$ cat config.mk
export PLATFORM = sky130hd
export DESIGN_NAME = mod_counter
export DESIGN_NICKNAME = d
export VERILOG_FILES = /design/src/rtl/game_pkg.sv /design/src/rtl/mod_counter_tick_gen.sv /design/src/rtl/mod_counter.sv
export SDC_FILE = /design/constraint.sdc
export NUM_CORES = 1
export LEC_CHECK = 0
export CORE_AREA = 2 2 39 41
export DETAILED_ROUTE_END_ITERATION = 10
export DIE_AREA = 0 0 41 43
export PLACE_DENSITY = 0.61
export SLEW_MARGIN = 20
export SYNTH_ARGS = -nofsm -noshare
export SYNTH_HDL_FRONTEND = slang
export SYNTH_SLANG_ARGS = --single-unit
$ cat constraint.sdc
create_clock -name CLOCK_50 -period 1.7 [get_ports CLOCK_50]
set_clock_uncertainty 0.15 [all_clocks]
set_input_delay 0.425 -clock CLOCK_50 [delete_from_list [all_inputs] [get_ports CLOCK_50]]
set_output_delay 0.425 -clock CLOCK_50 [all_outputs]
set_load 0.02 [all_outputs]
$ cat src/rtl/game_pkg.sv
// Shared constants for the game counters and timers.
// Direction encodings are applied to the up_down input of mod_counter.
package game_pkg;

  localparam logic CNT_UP   = 1'b1;
  localparam logic CNT_DOWN = 1'b0;

endpackage

$ cat src/rtl/mod_counter_tick_gen.sv
// Prescaler: pulses tick on every PRESCALE-th enabled clock; reusable by other timers.
// With PRESCALE=1 it has no register and tick simply follows enable.
module tick_gen #(
  parameter int PRESCALE = 1
) (
  input  logic CLOCK_50,
  input  logic reset,
  input  logic enable,
  input  logic sync_clr,
  output logic tick
);

  generate
    if (PRESCALE <= 1) begin : g_wire
      logic unused_ok;
      assign unused_ok = &{1'b0, CLOCK_50, reset, sync_clr};
      assign tick      = enable;
    end else begin : g_cnt
      localparam int PW = $clog2(PRESCALE);
      localparam logic [PW-1:0] LAST = PW'(PRESCALE - 1);

      logic [PW-1:0] presc_q;
      logic [PW-1:0] presc_d;

      always_comb begin
        presc_d = presc_q;
        if (sync_clr) begin
          presc_d = '0;
        end else if (enable) begin
          presc_d = (presc_q == LAST) ? '0 : presc_q + 1'b1;
        end
      end

      always_ff @(posedge CLOCK_50 or posedge reset) begin
        if (reset) begin
          presc_q <= '0;
        end else begin
          presc_q <= presc_d;
        end
      end

      assign tick = enable && (presc_q == LAST);
    end
  endgenerate

endmodule

$ cat src/rtl/mod_counter.sv
// Parametrised modulo up/down counter with prescaler, load/clear, wrap-or-saturate
// and a registered terminal-count pulse.
module mod_counter
  import game_pkg::*;
#(
  parameter int WIDTH     = 4,
  parameter int MAX_VALUE = 15,
  parameter int PRESCALE  = 1,
  parameter int SATURATE  = 0
) (
  input  logic             CLOCK_50,
  input  logic             reset,
  input  logic             enable,
  input  logic             up_down,
  input  logic             clear,
  input  logic             load,
  input  logic [WIDTH-1:0] load_value,
  output logic [WIDTH-1:0] outvalue,
  output logic             tc
);

  generate
    if (longint'(MAX_VALUE) > ((longint'(1) << WIDTH) - 1)) begin : g_bad_max
      $error("mod_counter: MAX_VALUE %0d does not fit in WIDTH %0d", MAX_VALUE, WIDTH);
    end
    if (PRESCALE < 1) begin : g_bad_presc
      $error("mod_counter: PRESCALE %0d must be >= 1", PRESCALE);
    end
  endgenerate

  localparam logic [WIDTH-1:0] MAX_V = WIDTH'(MAX_VALUE);
  localparam bit               SAT   = (SATURATE != 0);

  logic [WIDTH-1:0] cnt_q;
  logic [WIDTH-1:0] cnt_d;
  logic             tc_q;
  logic             tc_d;
  logic             step;

  // clear and load restart the prescale period as well as the count.
  tick_gen #(
    .PRESCALE (PRESCALE)
  ) u_tick_gen (
    .CLOCK_50 (CLOCK_50),
    .reset    (reset),
    .enable   (enable),
    .sync_clr (clear | load),
    .tick     (step)
  );

  always_comb begin
    cnt_d = cnt_q;
    tc_d  = 1'b0;
    if (clear) begin
      cnt_d = '0;
    end else if (load) begin
      cnt_d = (load_value > MAX_V) ? MAX_V : load_value;
    end else if (step) begin
      if (up_down == CNT_UP) begin
        if (cnt_q == MAX_V) begin
          tc_d  = 1'b1;
          cnt_d = SAT ? MAX_V : '0;
        end else begin
          cnt_d = cnt_q + 1'b1;
        end
      end else begin
        if (cnt_q == '0) begin
          tc_d  = 1'b1;
          cnt_d = SAT ? '0 : MAX_V;
        end else begin
          cnt_d = cnt_q - 1'b1;
        end
      end
    end
  end

  always_ff @(posedge CLOCK_50 or posedge reset) begin
    if (reset) begin
      cnt_q <= '0;
      tc_q  <= 1'b0;
    end else begin
      cnt_q <= cnt_d;
      tc_q  <= tc_d;
    end
  end

  assign outvalue = cnt_q;
  assign tc       = tc_q;

endmodule
Word level (Yosys, flattened, before mapping)
Index checks and enable logic that the tools add are counted.
Operators by class
  add/subtract/negate cells: 2
  $mul: 0
  divide/modulo/power cells: 0
  magnitude comparators: 1
  equal/unequal tests: 1
  shift-type cells: 0
  mux-type cells: 13
  bitwise logic cells: 0
  reduce and logical (&&, ||, !) cells: 2
Operators with widths (count)
  2-to-1 mux 4 bit: 7
  2-to-1 mux 1 bit: 6
  adder 4 x 1 -> 4 bit, second input constant: 1
  equality test 4 bit, second input constant: 1
  > comparator 4 bit, second input constant: 1
  logical NOT 4 bit: 1
  subtractor 4 x 1 -> 4 bit, second input constant: 1
  nonzero test 3 bit: 1
Storage, ports and cells
  register bits after elaboration: 5
  bits in latches: 0
  RAM bits: 0
  ROM bits: 0
  input port bits: 10
  memories kept: 0

Depth between registers and ports, before layout
  word-level depth: 6
  gate-level depth with buffers: 6

By module
Synthesis repeated with hierarchy kept, for this count alone.
Second synthesis, totals
  cell total of the unflattened synthesis: 52
  area total of the unflattened synthesis: 424.2 um2
Modules (own cells, without submodules)
  mod_counter: instances 1, cells each 51, area an instance 416.6 um2
  tick_gen: instances 1, cells each 1, area an instance 7.5 um2

Least setup slack after synthesis
No wires, ideal clock.
  kind: reg-to-reg
  start: register cnt_q[0], in the netlist outvalue[0]
  end: register cnt_q[2], in the netlist outvalue[2]
  arrival time: 1495 ps
  required time: 1424 ps
  setup slack: -71 ps
  stages on the path, launching flop included: 7
  path buffers: 0
  cells stage by stage: dfrtp_1 -> inv_2 -> ha_1 -> nor2b_1 -> or3_1 -> a211oi_1 -> nor3_1
On the way
  cells in the longest elaborated chain, start to end: 6
  elaborated cells between the ends (all ways): 10
  those cells by class: add/sub (2); eq/ne (1); mux (6); reduce/logical (1)
RTL lines
  start: declaration: RTL line mod_counter.sv:34  | logic [WIDTH-1:0] cnt_q;
  start signal: assignment: RTL line mod_counter.sv:82  | cnt_q <= cnt_d;
  subtractor 4 x 1 -> 4 bit (tied with other cells): RTL line mod_counter.sv:71  | cnt_d = cnt_q - 1'b1;
  2-to-1 mux 4 bit (on tied branches): RTL line mod_counter.sv:67, mod_counter.sv:60
  2-to-1 mux 4 bit (*): RTL line mod_counter.sv:59  | if (up_down == CNT_UP) begin
  2-to-1 mux 4 bit (*): RTL line mod_counter.sv:58  | end else if (step) begin
  2-to-1 mux 4 bit (*): RTL line mod_counter.sv:56  | end else if (load) begin
  2-to-1 mux 4 bit (*): RTL line mod_counter.sv:54  | if (clear) begin
Every way passes the cells marked *; elsewhere a longest branch is shown, timed or not. The select of a mux whose other input is x is not followed.
A chain may end at the register's enable or synchronous reset.

Final worst setup path
Same ends and word-level chain as after synthesis.

==> impl_metrics.toml <==
[die]
initial_core_util_pct = 30.0
num_io_pins = 15
dieWidth_microns = 41
die_h_microns = 43
dieArea_sq_um = 1760
core_area_sq_um = 1380
num_rows = 14

[placed_design]
post-dp-hpwl_microns = 766
dp_slack_ns = -0.232
portBuffers = 14
place.gp.congestion = 0.709
dpl_cell_area_sq_um = 599

[route]
avgRoutedWirePerCell_microns = 11.6
vias_per_cell = 4.76
drt-total-wl_microns = 1010
routed-wl-met3_microns = 57
wirelength_met1_microns = 455
drc = 0
drt_iter0_drc = 10
first_pass_iters = 4
vias = 414
drtAntennaViolNets = 0
highest_layer = "met3"
dr_wl_met2_microns = 493

[setup_path]
worstSetupPathType = "reg2reg"
worst-path-max-fanout = 5
cp_data_required_time_ns = 1.67
end_kind = "flop"
arrival_ns = 1.61
cp-start-kind = "flop"

[timing]
whs_ns = 0.239
timing.final.crit_share_pct = 96.5
finalHoldViolCount = 0
max-slew-margin-rel_pct = 79.0
tns_ns = 0
setup_violations = 0
rsz0062_at_grt = "no"
timing.final.ws_setup_ns = 0.0601
finalMaxSlewViolations = 0
fmax_ghz = 0.610
worst_pin_slew_ns = 0.314
period_needed_ns = 1.64

[synthesis]
synth_top_area_share_pct = 30.1
synthFlopType = "dfrtp_1"
yosysSeqAreaShare_pct = 30.1
synthTopCellsByCount = "a21oi_1 (6), dfrtp_1 (5), nor2_1 (4), nor2b_1 (4)"
netlist_instances = 50
syn-num-nets = 63
ys_async_sr_fraction_pct = 100
synth_area_leader_cell = "dfrtp_1"
synth_most_common_cell = "a21oi_1"
synth-edff-count = 0
yosys_warnings = 0
ys_ff_latch = 5
avgSynthCellArea_sq_um = 8.31
synth_cell_types = 26
syn_area_sq_um = 415
yosys-top-cells-area = "dfrtp_1 (30%), ha_1 (9.0%), a21oi_1 (7.2%), nor2b_1 (6.0%), xnor2_1 (4.2%)"

[cells_and_area]
layout-drive-gt1-share_pct = 19.7
fin_area_sq_um = 634
area_growth_syn_to_layout_pct = 52.7
nFillCells = 142
fin_nets = 85
antenna_cells = 0

[pwr]
seq_power_share_pct = 33.7
vdd_drop_max_mv = 0.438
power_frac_comb_pct = 32.5
clkPwrFrac_pct = 33.9
switching_share_pct = 30.0
p_sw_mw = 0.124
power_mw = 0.412
p_int_mw = 0.288
leakagePower_nw = 0.300
power_density_nw_per_um2 = 649

[min_path]
hp-class = "in2async"

[clocking]
tritoncts = "built"
path_clk_slew_ns = 0.05
clk_latency_ns = 0.24
cts_buffers = 3
cts_root_buf = "clkbuf_4"
cts.sinks = 5
max-clock-path-buffers = 2
cts_htree_levels = 1

[global_route]
grt-ovfl-total = 0
grt_pass1_vias = 383
antenna_found_initial = 0
grt_util_all_layers_pct = 14.2
grt_pass1_wl_microns = 1660
grt_max_degree = 10

[job]
maxCapViolations = 0

[run_status]
status = "complete, no violations"
final timing paths:
kind / start / to / slack, ns / cells past startpoint
min in group CLOCK_50: outvalue[2] / tc / 0.46 / 2
max reg2reg: outvalue[0] / outvalue[2] / 0.06 / 6
min: reset / tc / 0.24 / 2
max in group asynchronous: reset / outvalue[1] / 0.97 / 2
min reg2reg: outvalue[2] / tc / 0.46 / 2
max: outvalue[0] / outvalue[2] / 0.06 / 6
flip-flops by register name (all words and copies together), names as in the netlist:
register / cells
outvalue: 4
tc: 1
final cells by class:
type / count / area [sq um] / share of cell area, %
Clock buffer: 4 / 26.3 / 4.14
Timing Repair Buffer: 19 / 174 / 27.4
Inverter: 5 / 18.8 / 2.96
Tap cell: 16 / 20.0 / 3.16
Multi-Input combinational cell: 38 / 268 / 42.2
Sequential cell: 5 / 128 / 20.1
timing repair:
item	in CTS	in global routing
endpoints found under the setup margin	5	2
hold buffers	0	0
pin swaps	0	1
setup buffers	0	1
resized for setup	5	2
metrics by stage:
stage	instances	utilization, %
4_1_cts	86	44.8
2_1_floorplan	50	-
3_5_place_dp	82	43.3
6_report	87	45.8
3_3_place_gp	82	43.3
5_1_grt	87	45.8
critical path: stages, from the launching register on:
cell	delay [ns]
dfrtp_2	0.40
inv_2	0.06
ha_1	0.20
nor2b_1	0.14
or3_1	0.32
a211oi_2	0.18
nor3_1	0.07
routing by layer:
layer / GRT usage (%) / vias to the layer above
li1: - / 216
met1: 17.2 / 187
met2: 21.9 / 11
met3: 7.85 / 0
met4: 2.00 / 0
met5: 0 / -
layout by cell type (no fill, tap or decap), drive strengths merged:
cell type / n
a211oi: 1
a21bo: 1
a21oi: 6
a311o: 1
a31oi: 1
and3: 1
buf: 5
clkbuf: 4
clkdlybuf4s50: 8
dfrtp: 5
dlygate4sd2: 5
dlymetal6s2s: 1
ha: 3
inv: 5
mux2: 1
mux2i: 1
nand2: 2
nand2b: 2
nand4: 1
nor2: 4
nor2b: 4
nor3: 1
o21ai: 2
o21bai: 1
o31ai: 1
or3: 1
or4: 1
xnor2: 2
logic make-up (layout without fill, tap and decap cells):
family          after synthesis  count (layout)  share of synthesized area [%]
compound gates               14              14                           22.9
mux                           2               2                           5.12
buf+inv                       7              28                           6.62
xor+xnor                      2               2                           4.22
simple gates                 17              17                           22.0
fa+ha+maj                     3               3                           9.04
flops                         5               5                           30.1
power groups by stage:
| stage | combinational (mW) | clock, mW | sequential (mW) |
|---|---|---|---|
| final | 0.134 | 0.139 | 0.139 |
| after CTS | 0.130 | 0.146 | 0.139 |
| after global routing | 0.149 | 0.153 | 0.140 |
| after floorplan | 0.0632 | 0 | 0.151 |
| after detailed placement | 0.135 | 0 | 0.141 |
| after global placement | 0.134 | 0 | 0.141 |
No activity file was read; power rests on OpenSTA's default activity.
